`config.mk`:
```
export PLATFORM = sky130hd
export DESIGN_NAME = vc_dest_arbiter
export DESIGN_NICKNAME = d
export VERILOG_FILES = /design/src/rtl/pcie_trans_pkg.sv /design/src/rtl/vc_starve_ctr.sv /design/src/rtl/vc_dest_arbiter.sv
export SDC_FILE = /design/constraint.sdc
export NUM_CORES = 1
export LEC_CHECK = 0
export BUFFER_PORTS_ARGS = -buffer_cell sky130_fd_sc_hd__buf_2
export CAP_MARGIN = 20
export CORE_MARGIN = 2
export CORE_UTILIZATION = 48
export DETAILED_ROUTE_END_ITERATION = 6
export HOLD_SLACK_MARGIN = 0.02
export PLACE_DENSITY = 0.78
export SYNTH_ARGS = -nofsm -noshare
export SYNTH_HDL_FRONTEND = slang
export SYNTH_HIERARCHICAL = 1
export SYNTH_SLANG_ARGS = --single-unit
```
`constraint.sdc`:
```
create_clock -name clk -period 2.9 [get_ports clk]
set_clock_uncertainty 0.1 [all_clocks]
set_input_delay 0.29 -clock clk [delete_from_list [all_inputs] [get_ports clk]]
set_output_delay 0.29 -clock clk [all_outputs]
set_load 0.01 [all_outputs]
```
`src/rtl/pcie_trans_pkg.sv`:
```
// Shared definitions for the PCIe transaction-path VC/destination arbiter.
package pcie_trans_pkg;

  localparam int DATA_W_DEF = 6;
  localparam int VC_BIT     = 5;
  localparam int DEST_BIT   = 4;

  typedef enum logic [2:0] {
    ST_RESET  = 3'd0,
    ST_INIT   = 3'd1,
    ST_IDLE   = 3'd2,
    ST_ACTIVE = 3'd3,
    ST_ERROR  = 3'd4
  } arb_state_e;

  function automatic logic word_dest(input logic [DATA_W_DEF-1:0] w);
    return w[DEST_BIT];
  endfunction

  function automatic logic word_vc(input logic [DATA_W_DEF-1:0] w);
    return w[VC_BIT];
  endfunction

endpackage

```
`src/rtl/vc_starve_ctr.sv`:
```
// Saturating starvation counter for VC1; raises force when VC1 has waited
// STARVE_MAX consecutive eligible cycles without a grant.
module vc_starve_ctr #(
  parameter int STARVE_MAX = 4,
  parameter int CNT_W      = 3
) (
  input  logic clk,
  input  logic reset,
  input  logic elig_i,
  input  logic grant_i,
  output logic force_o
);

  localparam logic [CNT_W-1:0] MaxC = CNT_W'(STARVE_MAX);

  logic [CNT_W-1:0] cnt_q, cnt_d;

  // Count eligible-but-denied cycles, saturate at the limit, clear otherwise.
  always_comb begin
    cnt_d = '0;
    if (elig_i && !grant_i) begin
      cnt_d = (cnt_q == MaxC) ? MaxC : cnt_q + CNT_W'(1);
    end
  end

  // Counter register.
  always_ff @(posedge clk) begin
    if (reset) cnt_q <= '0;
    else       cnt_q <= cnt_d;
  end

  assign force_o = elig_i && (cnt_q == MaxC);

endmodule

```
`src/rtl/vc_dest_arbiter.sv`:
```
// Picks one VC head word per cycle (VC0 priority, VC1 starvation-protected),
// pops it and pushes it one cycle later to the destination chosen by bit 4.
//
// state  | meaning
// RESET  | held in reset, everything quiet
// INIT   | configuration in progress, no grants
// IDLE   | both VCs empty, waiting for traffic
// ACTIVE | grants issued each cycle an eligible VC exists
// ERROR  | push attempted into a full destination; sticky until reset
module vc_dest_arbiter
  import pcie_trans_pkg::*;
#(
  parameter int DATA_W     = DATA_W_DEF,
  parameter int STARVE_MAX = 4,
  parameter int CNT_W      = 3
) (
  input  logic              clk,
  input  logic              reset,
  input  logic              init,
  input  logic              vc0_empty,
  input  logic              vc1_empty,
  input  logic [DATA_W-1:0] vc0_data,
  input  logic [DATA_W-1:0] vc1_data,
  input  logic              d0_almost_full,
  input  logic              d1_almost_full,
  input  logic              d0_full,
  input  logic              d1_full,
  output logic              vc0_pop,
  output logic              vc1_pop,
  output logic              d0_push,
  output logic              d1_push,
  output logic [DATA_W-1:0] data_out,
  output logic              active_out,
  output logic              idle_out,
  output logic              error_out
);

  arb_state_e        state_q, state_d;
  logic              grant_en, vc0_elig, vc1_elig, vc0_grant, vc1_grant, vc1_force;
  logic              any_grant, grant_dest, push0_d, push1_d, push_err;
  logic [DATA_W-1:0] grant_word;
  logic              d0_push_q, d1_push_q;
  logic [DATA_W-1:0] data_out_q;
  logic              idle_q, active_q, error_q;

  // Eligibility looks at the almost-full flag of the head word's destination;
  // the one-slot slack absorbs the push that is still in flight.
  assign grant_en = (state_q == ST_ACTIVE) && !init;
  assign vc0_elig = grant_en && !vc0_empty &&
                    !(vc0_data[DEST_BIT] ? d1_almost_full : d0_almost_full);
  assign vc1_elig = grant_en && !vc1_empty &&
                    !(vc1_data[DEST_BIT] ? d1_almost_full : d0_almost_full);

  assign vc1_grant  = vc1_elig && (vc1_force || !vc0_elig);
  assign vc0_grant  = vc0_elig && !vc1_grant;
  assign any_grant  = vc0_grant || vc1_grant;
  assign grant_word = vc1_grant ? vc1_data : vc0_data;
  assign grant_dest = grant_word[DEST_BIT];
  assign push0_d    = any_grant && !grant_dest;
  assign push1_d    = any_grant && grant_dest;
  assign push_err   = (push0_d && d0_full) || (push1_d && d1_full);

  vc_starve_ctr #(
    .STARVE_MAX(STARVE_MAX),
    .CNT_W     (CNT_W)
  ) u_starve (
    .clk    (clk),
    .reset  (reset),
    .elig_i (vc1_elig),
    .grant_i(vc1_grant),
    .force_o(vc1_force)
  );

  // Next-state selection; ERROR ignores init so only reset can clear it.
  always_comb begin
    state_d = state_q;
    case (state_q)
      ST_RESET: state_d = ST_INIT;
      ST_ERROR: state_d = ST_ERROR;
      default: begin
        if (init) begin
          state_d = ST_INIT;
        end else if (push_err) begin
          state_d = ST_ERROR;
        end else begin
          case (state_q)
            ST_INIT:   state_d = ST_IDLE;
            ST_IDLE:   if (!vc0_empty || !vc1_empty) state_d = ST_ACTIVE;
            ST_ACTIVE: if (vc0_empty && vc1_empty && !d0_push_q && !d1_push_q)
                         state_d = ST_IDLE;
            default:   state_d = ST_ERROR;
          endcase
        end
      end
    endcase
  end

  // State register with status flags registered from the next state.
  always_ff @(posedge clk) begin
    if (reset) begin
      state_q  <= ST_RESET;
      idle_q   <= 1'b0;
      active_q <= 1'b0;
      error_q  <= 1'b0;
    end else begin
      state_q  <= state_d;
      idle_q   <= (state_d == ST_IDLE);
      active_q <= (state_d == ST_ACTIVE);
      error_q  <= (state_d == ST_ERROR);
    end
  end

  // Registered push stage; a push into a full destination is dropped.
  always_ff @(posedge clk) begin
    if (reset) begin
      d0_push_q  <= 1'b0;
      d1_push_q  <= 1'b0;
      data_out_q <= '0;
    end else begin
      d0_push_q <= push0_d && !d0_full;
      d1_push_q <= push1_d && !d1_full;
      if (any_grant) data_out_q <= grant_word;
    end
  end

  assign vc0_pop    = vc0_grant;
  assign vc1_pop    = vc1_grant;
  assign d0_push    = d0_push_q;
  assign d1_push    = d1_push_q;
  assign data_out   = data_out_q;
  assign idle_out   = idle_q;
  assign active_out = active_q;
  assign error_out  = error_q;

endmodule

```
# Yosys cells after proc, flatten, opt, wreduce, memory -nomap -nowiden
# Index checks and enable logic that the tools add are counted.
[op_classes]
add_sub_neg = 1
multipliers = 0
div_mod_pow = 0
order_cmp = 0
eq_ne = 8
shifts = 0
mux = 10
bitwise = 1
reduce_logical = 37
[op_table]
columns = ["op", "count"]
rows = [
  ["logical AND 1 bit", 18],
  ["two-way mux 3 bit", 5],
  ["== test 3 x 2 -> 1 bit (second input constant)", 4],
  ["zero test 1 bit", 12],
  ["== test 3 bit (second input constant)", 3],
  ["one-hot mux 3 bit (3 select lines)", 1],
  ["two-way mux 6 bit", 1],
  ["one-hot mux 3 bit (2 select lines)", 1],
  ["logical OR 1 bit", 4],
  ["adder 3 x 1 -> 3 bit (second input constant)", 1],
  ["== test 3 x 1 -> 1 bit (second input constant)", 1],
  ["zero test 3 bit", 1],
  ["OR reduction 3 bit", 1],
  ["two-way mux 1 bit", 2],
  ["OR reduction 2 bit", 1],
  ["inverter 1 bit", 1],
]
[totals]
ff_bits = 17
latch_bits = 0
ram_bits = 0
romBits = 0
input_bits = 21
output_inout_bits = 13
elab_cells = 66
memories = 0

# Depth between registers and ports, before layout
# Gate-level depths: netlist (run 1).
[logic_depth]
word_depth = 17
ltp_mapped = 8
mapped_depth_nobuf = 8

# Modules after synthesis
# The synthesis (run 1) kept the hierarchy.
[by_module_without_submodules]
columns = ["module", "n_inst", "cells_each", "area_each_um2", "seq_area_each_um2"]
rows = [
  ["vc_dest_arbiter", 1, 73, 779.5, 280.3],
  ["vc_starve_ctr", 1, 15, 152.6, 60.1],
]

# Worst setup path before layout (run 1)
# OpenSTA, ideal clock, no wires.
[synth_timing]
kind = "input-to-output"
startpoint = "input init"
endpoint = "output vc0_pop"
arrival_time_ns = 1.810
required_time_ns = 2.510
setup_slack_ns = 0.700
path_stages = 7
n_path_buf = 1
cell_sequence = "nand4bb_2 nor3_1 and3_2 nor2_1 a2111o_1 buf_4 and2_1"
[synth_between]
elab_chain_cells = 9
word_cells_on_any_way = 12
classes_between = "reduce/logical (12)"
[synth_rtl]
columns = ["item", "line_no", "rtl"]
rows = [
  ["start, declared", "vc_dest_arbiter.sv:19", "input logic init,"],
  ["zero test 1 bit", "vc_dest_arbiter.sv:48", "assign grant_en = (state_q == ST_ACTIVE) && !init;"],
  ["logical AND 1 bit", "vc_dest_arbiter.sv:48", ""],
  ["logical AND 1 bit (2 in series)", "vc_dest_arbiter.sv:51", "assign vc1_elig = grant_en && !vc1_empty &&"],
  ["named net vc1_elig", "vc_dest_arbiter.sv:39", "logic grant_en, vc0_elig, vc1_elig, vc0_grant, vc1_grant, vc1_force;"],
  ["logical AND 1 bit", "vc_starve_ctr.sv:32", "assign force_o = elig_i && (cnt_q == MaxC);"],
  ["named net vc1_force", "vc_dest_arbiter.sv:39", ""],
  ["logical OR 1 bit", "vc_dest_arbiter.sv:54", "assign vc1_grant = vc1_elig && (vc1_force || !vc0_elig);"],
  ["logical AND 1 bit", "vc_dest_arbiter.sv:54", ""],
  ["zero test 1 bit", "vc_dest_arbiter.sv:55", "assign vc0_grant = vc0_elig && !vc1_grant;"],
  ["logical AND 1 bit", "vc_dest_arbiter.sv:55", ""],
  ["end, declared", "vc_dest_arbiter.sv:28", "output logic vc0_pop,"],
]
# The timed path passes the listed nets, and every way through them passes these cells.

# Worst setup path in the final report (run 1)
[layout_timing]
startpoint = "register state_q[2]"
endpoint = "output vc0_pop"
[layout_between]
elab_chain_cells = 9
word_cells_on_any_way = 12
classes_between = "eq/ne (1); reduce/logical (11)"
[layout_rtl]
columns = ["item", "line_no", "rtl"]
rows = [
  ["start, declared", "vc_dest_arbiter.sv:38", "arb_state_e state_q, state_d;"],
  ["start signal, assigned", "vc_dest_arbiter.sv:106", "state_q <= state_d;"],
  ["== test 3 x 2 -> 1 bit", "vc_dest_arbiter.sv:48", ""],
  ["logical AND 1 bit", "vc_dest_arbiter.sv:48", ""],
  ["logical AND 1 bit (2 in series)", "vc_dest_arbiter.sv:51", ""],
  ["named net vc1_elig", "vc_dest_arbiter.sv:39", ""],
  ["logical AND 1 bit", "vc_starve_ctr.sv:32", ""],
  ["named net vc1_force", "vc_dest_arbiter.sv:39", ""],
  ["logical OR 1 bit", "vc_dest_arbiter.sv:54", ""],
  ["logical AND 1 bit", "vc_dest_arbiter.sv:54", ""],
  ["zero test 1 bit", "vc_dest_arbiter.sv:55", ""],
  ["logical AND 1 bit", "vc_dest_arbiter.sv:55", ""],
]
# The timed path passes the listed nets, and every way through them passes these cells.

==> results.md, run 1 <==
- Fin crit share: around nine tenths
- TritonCTS Sinks: 17
- Routability Congestion: 0.855
- Power density cells: 380 nW/um^2
- Switching Fraction: 25.5%
- Via count: between 700 and 800
- Multi-input gate area: about 560 sq um
- Hold slack final: 89.2 ps
- Core Box Area: 1780 sq um
- WP data required: between 2000 and 3000 ps
- Most common cell in the synthesized netlist: dfxtp_1
- Post-synthesis compound-gate area fraction: 23.9%
- Syn. warnings: 6
- Clk slew on worst S/H paths: about 90 ps
- Comb power frac: 16.4%
- Setup CP Type: reg2out
- Post-synth top cells: dfxtp_1 (17), nor2_1 (9), mux2i_1 (8), a211oi_2 (7), inv_1 (6)
- Crit path DAT: ~2200 ps
- Fin. max-slew vios: 0
- Final Power: between 0.0004 and 0.0005 W
- Fin cells: 149
- Xor/xnor share of the synthesized area: 0%
- Die H: 48.1 um
- HPWL Detailed: 1.51 mm
- Buffer depth of the longest clock path: 2
- ANT cells: 0
- Clk pwr share: between 20% and 30%
- Area Growth Syn to Fin: 23.5%
- Initial Util: around 52%
- Least-Margin Pin Slew: 480 ps
- Post-synthesis cell count: just under 90
- CTS Buf Count: 3
- Tmin final: 2610 ps
- Drt first pass iters: 4
- CP startpoint kind: flip-flop
- Number of synthesized register bits: 17
- First-pass GRT wire length: 2.78 mm
- Post-Synth Adder-Cell Area: approximately 2.7%
- Max-Cap Viols: 0
- Mux contribution to synthesized area: about 14%
- Share of cells above drive strength 1: between 40 and 50%
- Hold-fix buffers at CTS: 0
- DIE WIDTH: 48.1 um
- CP endpoint kind: output pin
- Die footprint: ~2300 sq um
- Achievable frequency: 382 MHz
- Vias per std cell: roughly 5.3
- RSZ-0062 raised after global routing: false
- Main synth FF type: dfxtp_1
- Clock latency on the worst-skew pair: between 200 and 300 ps
- Worst Hold Class: in2reg
- Placed cell count: approximately 150
- CTS tree: done
- # IOs: 34
- Mapped cell area: 932 sq um
- Worst slew margin: ~67%
- Gr ovfl total: 0
- Sequential power share: 55.8%
- Status: complete, no violations
- Vias in the first global route: 686
- Synth top area share: 36.5%
- Post-layout net count: about 150
- Wirelength per Cell: between 10 and 15 um
- CP bufs+invs: 1
- Crit path max fanout: 4
- Final hold violation count: 0
- Power Internal: about 0.00033 W
- Crit-path leading delay family: simple AND/OR/NAND/NOR gates
- Top cells by area, synth: dfxtp_1 (37%), a211oi_2 (9.4%), mux2i_1 (8.6%)
- Final setup viols: 0
- Number of remaining DRC errors: 0
- FILL cells: 157
- Sequential fraction of the synthesis area: 36.5%
- # rows: 15
- Post-CTS sizing: 0
- Sw Pwr: ~0.00011 W
- Yosys top cell by area: dfxtp_1
- Cell Chain, Critical Path: nand4bb_2 > nor3_1 > and3_2 > nor2_1 > a2111o_1 > and2_1 > buf_2
- Worst VDD drop: roughly 280 uV
- Lkg Pwr: 0.520 nW
- Routed WL: between 1.5 and 2 mm
- Asr flop ratio synth: 0%
- Mapped Nets: 111
- Yosys cell types: 37
- Buffers on Ports: 33
- Gr usage total: between 15 and 20%
- Number of H-tree levels: 1
- Largest family of logic cells by synthesized area: compound AO/OA/AOI/OAI gates
- Simple-Gate Fraction of Synth Area: 19.1%
- FF+latch area: between 300 and 400 sq um
- Initial antenna violation count: 0
- Largest net degree at the start of global routing: 12
- Worst path slowest cell: a2111o_1
- Number of synthesized flops with an enable pin: 0
- Setup TNS: 0 ps
- Post-route ant nets: 0
- Max stage delay on crit path: between 400 and 500 ps
- Mean Syn Cell Area: between 10 and 15 sq um
- Clock Tree Root: clkbuf_4
- Starting DRT DRC Count: 4
- Number of post-CTS setup repair buffers: 0
- Finished Core Util: between 60% and 70%
cell usage in the layout, fill, tap and decap left out, drive strengths merged, types with 4 or more instances in the layout:
cell    instances
a211oi          9
buf            34
clkbuf          4
dfxtp          17
inv             6
mux2            4
mux2i           8
nor2            9
nor3            5
area by class of cell:
cell class / instances / share of cell area [%]
inverter: 6 / 1.96
tap: 25 / 2.72
sequential: 17 / 29.6
timing repair buffer: 34 / 15.0
clock buffer: 4 / 2.28
multi-input combinational: 63 / 48.5
power by group through the flow:
stage / logic (W) / registers (W) / clock network [W]
after floorplan: 0.0000399 / 0.000250 / 0
after global placement: 0.0000688 / 0.000249 / 0
after detailed placement: 0.0000704 / 0.000249 / 0
after CTS: 0.0000712 / 0.000244 / 0.000128
after global routing: 0.0000776 / 0.000245 / 0.000139
final: 0.0000716 / 0.000244 / 0.000122
per-stage QoR:
| step | area, sq um | worst slack, ps |
|---|---|---|
| final | 1150 | 285 |
| after floorplan | 932 | 700 |
| after detailed placement | 1120 | 497 |
| after global placement | 1120 | 580 |
| after CTS | 1150 | 284 |
| after global routing | 1150 | 106 |
flip-flops by register name, summed over array words and instances, names as in the netlist:
name / flops
error_out: 1
d0_push: 1
data_out: 6
state_q: 3
idle_out: 1
u_starve/cnt_q: 3
d1_push: 1
active_out: 1
layer usage:
| layer | global-route usage (%) | vias up | routed length [um] |
|---|---|---|---|
| li1 | - | 410 | - |
| met1 | 22.4 | 367 | 921 |
| met2 | 28.8 | 13 | 913 |
| met3 | 4.15 | 2 | 77 |
| met4 | 7.03 | 0 | 14 |
| met5 | 0 | - | 0 |
cells by family after synthesis:
logic type / after synthesis
DFF: 17
muxes: 12
buffers and inverters: 8
AOI/OAI and AO/OA: 22
and+or+nand+nor: 27
adders and majority gates: 2
worst reg2reg max path, cell delays in order, from the launching register on:
cell and delay, ps:
dfxtp_1 340, nand4bb_2 310, nor3_1 270, and3_2 230, nor2_1 70, a2111oi_0 510
o21ai_1 190, o311a_1 150
worst paths after layout:
check / start / end / slack, ps / cells after the start
hold reg to reg: u_starve/cnt_q[0]$_SDFF_PP0_ / u_starve/cnt_q[0]$_SDFF_PP0_ / 370 / 1
setup reg to reg: state_q[2]$_SDFF_PP0_ / data_out[4]$_SDFFE_PP0N_ / 620 / 7
hold / removal: d0_full / d0_push$_SDFF_PP0_ / 90 / 2
setup / recovery: state_q[2]$_SDFF_PP0_ / vc0_pop / 290 / 7
Note: power is estimated with default switching activity, not from simulation.
==> inputs of run 2 (changes only) <==
--- a/config.mk
+++ b/config.mk
@@ -5,13 +5,13 @@
 export SDC_FILE = /design/constraint.sdc
 export NUM_CORES = 1
 export LEC_CHECK = 0
-export BUFFER_PORTS_ARGS = -buffer_cell sky130_fd_sc_hd__buf_2
 export CAP_MARGIN = 20
 export CORE_MARGIN = 2
-export CORE_UTILIZATION = 48
+export CORE_UTILIZATION = 55
 export DETAILED_ROUTE_END_ITERATION = 6
+export DONT_BUFFER_PORTS = 1
 export HOLD_SLACK_MARGIN = 0.02
-export PLACE_DENSITY = 0.78
+export PLACE_DENSITY = 0.7
 export SYNTH_ARGS = -nofsm -noshare
 export SYNTH_HDL_FRONTEND = slang
 export SYNTH_HIERARCHICAL = 1
==> results.md, run 2 (same netlist as run 1, synthesis figures left out) <==
- Initial Util: 60.5% (+8.2 points)
- Vias in the first global route: 641 (-6.6%)
- Buffer depth of the longest clock path: 2 (unchanged)
- Reg-to-Reg Start: u_starve/cnt_q[0]$_SDFF_PP0_
- ANT cells: 0 (unchanged)
- FILL cells: 123 (-22%)
- Routability Congestion: 0.794 (-7.2%)
- DIE WIDTH: 45.2 um (-6.0%)
- Power density cells: 422 nW/um^2 (+11%)
- Leading cell type in the layout, fill and taps excluded: dfxtp_1
- Worst r2r path cells: 8 (+1)
- Post-route ant nets: 0 (unchanged)
- Number of H-tree levels: 1 (unchanged)
- # IOs: 34 (unchanged)
- Final Power: 0.000421 W (-3.8%)
- Worst slew margin: 70.7% (+3.5 points)
- CTS tree: done
- Setup TNS: 0 ps (unchanged)
- Vias per std cell: 6.35 (+19%)
- Starting DRT DRC Count: 6 (+2)
- Status: complete, no violations
- # rows: 14 (-1)
- Setup CP Type: reg2out
- Clk pwr share: 29.9% (+2.1 points)
- Comb power frac: 11.6% (-4.8 points)
- Final setup viols: 0 (unchanged)
- Die H: 45.2 um (-6.0%)
- Fin. max-slew vios: 0 (unchanged)
- Max FFs per register: 6 (unchanged)
- Initial antenna violation count: 0 (unchanged)
- Multi-input gate area: 558 sq um (unchanged)
- Least-Margin Pin Slew: 429 ps (-51.2 ps)
- Crit path max fanout: 12 (+8)
- Most frequent cells in the layout: dfxtp_1 (17), nor2_1 (9), mux2i_1 (8)
- FF+latch area: 340 sq um (unchanged)
- Worst VDD drop: 240 uV (-14%)
- CTS Buf Count: 3 (unchanged)
- Max-Cap Viols: 0 (unchanged)
- Number of remaining DRC errors: 0 (unchanged)
- Drt first pass iters: 4 (unchanged)
- Post-layout net count: 117 (-21%)
- Switching Fraction: 24.5% (-0.96 points)
- Achievable frequency: 367 MHz (-4.0%)
- Cell Chain, Critical Path: nand4bb_2 > nor3_1 > and3_2 > nor2_1 > a2111o_1 > and2_1
- Clk slew on worst S/H paths: 100 ps (about the same)
- Share of cells above drive strength 1: 21.5% (-22 points)
- Crit path DAT: 2330 ps (+110 ps)
- Area Growth Syn to Fin: 6.98%
- HPWL Detailed: 1.31 mm (-13%)
- Tmin final: 2720 ps (+110 ps)
- Hold Path End: u_starve/cnt_q[0]$_SDFF_PP0_
- Worst path slowest cell: a2111o_1
- RSZ-0062 raised after global routing: false
- Buffers on Ports: 0 (-100%)
- Largest net degree at the start of global routing: 13 (+1)
- Number of post-CTS setup repair buffers: 0 (unchanged)
- Power Internal: 0.000318 W (-2.6%)
- Clock latency on the worst-skew pair: 280 ps (about the same)
- Hold-fix buffers at CTS: 3 (+3)
- Sequential power share: 58.5% (+2.7 points)
- Max stage delay on crit path: 600 ps (+160 ps)
- Final hold violation count: 0 (unchanged)
- Flop-to-flop setup slack: 390 ps (-230 ps)
- Worst hold start: reset
- Lkg Pwr: 0.377 nW (-27%)
- Die footprint: 2040 sq um (-12%)
- Via count: 692 (-13%)
- FF-to-FF End: u_starve/cnt_q[1]$_SDFF_PP0_
- Gr usage total: 18.4% (+0.71 points)
- Clock Tree Root: clkbuf_4
- WP data required: 2510 ps (about the same)
- WHS Path Cells: 2 (unchanged)
- Routed WL: 1.78 mm (-7.9%)
- CP endpoint kind: output pin
- Dpl ws: 403 ps (-94.1 ps)
- Final worst setup slack: 175 ps (-110 ps)
- Sw Pwr: 0.000103 W (-7.4%)
- Worst Hold Class: in2reg
- Post-CTS sizing: 0 (unchanged)
- Gr ovfl total: 0 (unchanged)
- CP startpoint kind: flip-flop
- Core Box Area: 1540 sq um (-14%)
- TritonCTS Sinks: 17 (unchanged)
- First-pass GRT wire length: 2.75 mm (-1.2%)
- Wirelength per Cell: 16.3 um (+26%)
- Fin crit share: 94.0% (+3.8 points)
run 2: worst max-delay path: cells and delay by family, from the launching register on:
| kind | cells | cell delay (ps) |
|---|---|---|
| AOI/OAI and AO/OA | 1 | 600 |
| DFF | 1 | 340 |
| and+or+nand+nor | 5 | 1100 |
run 2: cell type report:
class / instances / share of cell area [%]
multi-input cells: 63 / 56.0
clock buffers: 4 / 2.63
inverters: 6 / 2.26
well taps: 16 / 2.01
repair buffers: 3 / 3.01
flip-flops and latches: 17 / 34.1
run 2: worst max-delay path by stage:
stage	slack, ps	to	from
finish	180	vc0_pop	state_q[2]$_SDFF_PP0_
global route	10	vc0_pop	state_q[2]$_SDFF_PP0_
CTS	150	vc0_pop	state_q[2]$_SDFF_PP0_
detailed placement	400	u_starve/cnt_q[1]$_SDFF_PP0_	u_starve/cnt_q[0]$_SDFF_PP0_
global placement	450	u_starve/cnt_q[2]$_SDFF_PP0_	u_starve/cnt_q[0]$_SDFF_PP0_
floorplan	700	vc0_pop	init
run 2: metrics by stage:
step	cell area, sq um	hold slack, ps	utilization (%)	instances
2_1_floorplan	932	269	-	88
3_3_place_gp	941	257	61.0	102
3_5_place_dp	941	258	61.0	102
4_1_cts	997	89.4	64.7	109
5_1_grt	997	86.3	64.7	109
6_report	997	92.0	64.7	109
run 2: metal layers:
metal  vias to the layer above  GRT usage (%)  share of wire [%]
met1                       315           27.8                 49
li1                        346              -                  -
met2                        28           24.9                 40
met3                         3           4.40                 10
met4                         0           7.06               0.90
met5                         -              0                  0
run 2: power by group through the flow:
stage / Combinational, W / Sequential, W / Clock, W
2_1_floorplan: 0.0000399 / 0.000250 / 0
3_3_place_gp: 0.0000425 / 0.000252 / 0
6_report: 0.0000489 / 0.000246 / 0.000126
4_1_cts: 0.0000490 / 0.000246 / 0.000129
3_5_place_dp: 0.0000431 / 0.000251 / 0
5_1_grt: 0.0000534 / 0.000247 / 0.000137
==> inputs of run 3 (changes only) <==
--- a/config.mk
+++ b/config.mk
@@ -7,11 +7,10 @@
 export LEC_CHECK = 0
 export CAP_MARGIN = 20
 export CORE_MARGIN = 2
-export CORE_UTILIZATION = 55
+export CORE_UTILIZATION = 45
 export DETAILED_ROUTE_END_ITERATION = 6
 export DONT_BUFFER_PORTS = 1
 export HOLD_SLACK_MARGIN = 0.02
-export PLACE_DENSITY = 0.7
 export SYNTH_ARGS = -nofsm -noshare
 export SYNTH_HDL_FRONTEND = slang
 export SYNTH_HIERARCHICAL = 1
==> results.md, run 3 (same netlist as run 1, synthesis figures left out) <==
- Core Box Area: 1960 sq um (+27%)
- Initial antenna violation count: 0 (unchanged)
- Worst slew margin: 71.4% (+0.72 points)
- TritonCTS Sinks: 17 (unchanged)
- Max stage delay on crit path: 540 ps (-60 ps)
- Least-Margin Pin Slew: 428 ps (-1.12 ps)
- ANT cells: 0 (unchanged)
- Lkg Pwr: 0.381 nW (+1.1%)
- # rows: 16 (+2)
- Starting DRT DRC Count: 9 (+3)
- Buffer depth of the longest clock path: 2 (unchanged)
- Worst path slowest cell: a2111o_1
- Max FFs per register: 6 (unchanged)
- Most frequent cells in the layout: dfxtp_1 (17), nor2_1 (9), mux2i_1 (8)
- Clock latency on the worst-skew pair: 280 ps (about the same)
- Crit path max fanout: 8 (-4)
- Achievable frequency: 381 MHz (+3.8%)
- Worst hold start: reset
- Wirelength per Cell: 15.7 um (-3.7%)
- Crit-path leading delay family: simple AND/OR/NAND/NOR gates
- CTS tree: done
- Leading cell type in the layout, fill and taps excluded: dfxtp_1
- DIE WIDTH: 49.5 um (+9.6%)
- Final setup viols: 0 (unchanged)
- # IOs: 34 (unchanged)
- Routability Congestion: 0.776 (-2.3%)
- Initial Util: 47.5% (-13 points)
- Buffers on Ports: 0 (unchanged)
- Reg-to-Reg Start: u_starve/cnt_q[0]$_SDFF_PP0_
- Max-Cap Viols: 0 (unchanged)
- Share of cells above drive strength 1: 22.3% (+0.84 points)
- Cell Chain, Critical Path: nand4bb_2 > nor3_1 > and3_2 > nor2_1 > a2111o_1 > and2_1
- Clock Tree Root: clkbuf_4
- Fin crit share: 90.5% (-3.4 points)
- Vias per std cell: 5.86 (-7.7%)
- CTS Buf Count: 3 (unchanged)
- Area Growth Syn to Fin: 9.26%
- Gr usage total: 16.0% (-2.4 points)
- Die H: 49.5 um (+9.6%)
- First-pass GRT wire length: 2.99 mm (+9.0%)
- HPWL Detailed: 1.46 mm (+12%)
- Drt first pass iters: 4 (unchanged)
- Fin. max-slew vios: 0 (unchanged)
- Vias in the first global route: 673 (+5.0%)
- CP startpoint kind: flip-flop
- Largest net degree at the start of global routing: 10 (-3)
- CP endpoint kind: output pin
- Origin of the worst setup path: state_q[2]$_SDFF_PP0_
- Worst VDD drop: 212 uV (-12%)
- Post-layout net count: 118 (+0.85%)
- Via count: 709 (+2.5%)
- Gr ovfl total: 0 (unchanged)
- Routed WL: 1.90 mm (+6.9%)
- Post-route ant nets: 0 (unchanged)
- WP data required: 2510 ps (about the same)
- Final hold violation count: 0 (unchanged)
- Number of remaining DRC errors: 0 (unchanged)
- Crit path DAT: 2240 ps (-90 ps)
- Clk slew on worst S/H paths: 100 ps (about the same)
- Number of post-CTS setup repair buffers: 0 (unchanged)
- Setup CP Type: reg2out
- Number of H-tree levels: 1 (unchanged)
- Die footprint: 2450 sq um (+20%)
- Power density cells: 415 nW/um^2 (-1.7%)
- Worst Hold Class: in2reg
- RSZ-0062 raised after global routing: false
- CP bufs+invs: 0 (unchanged)
- Setup TNS: 0 ps (unchanged)
- Hold slack final: 92.5 ps (+0.505 ps)
- Tmin final: 2630 ps (-99.0 ps)
- Status: complete, no violations
run 3: cell types whose count changed in the layout (fill, tap and decap cells not counted):
| cell | before | now |
|---|---|---|
| buf_4 | 0 | 1 |
run 3: timing repair:
action	CTS	global route
hold buffers	3	0
hold endpoints to repair	8	0
resized for setup	0	0
run 3: cell type report:
class	instances	area, sq um
Fill cell	201	943
Multi-Input combinational cell	63	558
Sequential cell	17	340
Timing Repair Buffer	4	37.5
Tap cell	27	33.8
Clock buffer	4	26.3
Inverter	6	22.5
run 3: path summary, 6_finish.rpt:
check | to | slack, ps | cells past startpoint
min | u_starve/cnt_q[2]$_SDFF_PP0_ | 90 | 2
min reg2reg | u_starve/cnt_q[0]$_SDFF_PP0_ | 370 | 1
max | vc0_pop | 270 | 6
max reg2reg | u_starve/cnt_q[1]$_SDFF_PP0_ | 530 | 8
run 3: per-stage QoR:
stage	setup slack [ps]	total power, W	cell area, sq um	utilization, %	cells
floorplan	700	0.000290	932	-	88
global placement	626	0.000295	962	49.0	114
detailed placement	533	0.000295	962	49.0	114
CTS	260	0.000428	1020	51.9	121
global route	156	0.000442	1020	51.9	121
finish	274	0.000423	1020	51.9	121
run 3: per-layer routing:
metal | share of wire, % | up-vias | GRT usage [%] | routed length (um)
li1 | - | 353 | - | -
met1 | 47 | 326 | 20.4 | 900
met2 | 43 | 28 | 23.6 | 813
met3 | 8.3 | 2 | 6.67 | 158
met4 | 1.3 | 0 | 6.94 | 25
met5 | 0 | - | 0 | 0
run 3: where the power goes:
part	switching (W)	internal, W
clock network	0.0000729	0.0000534
registers	0.00000653	0.000240
logic	0.0000254	0.0000244
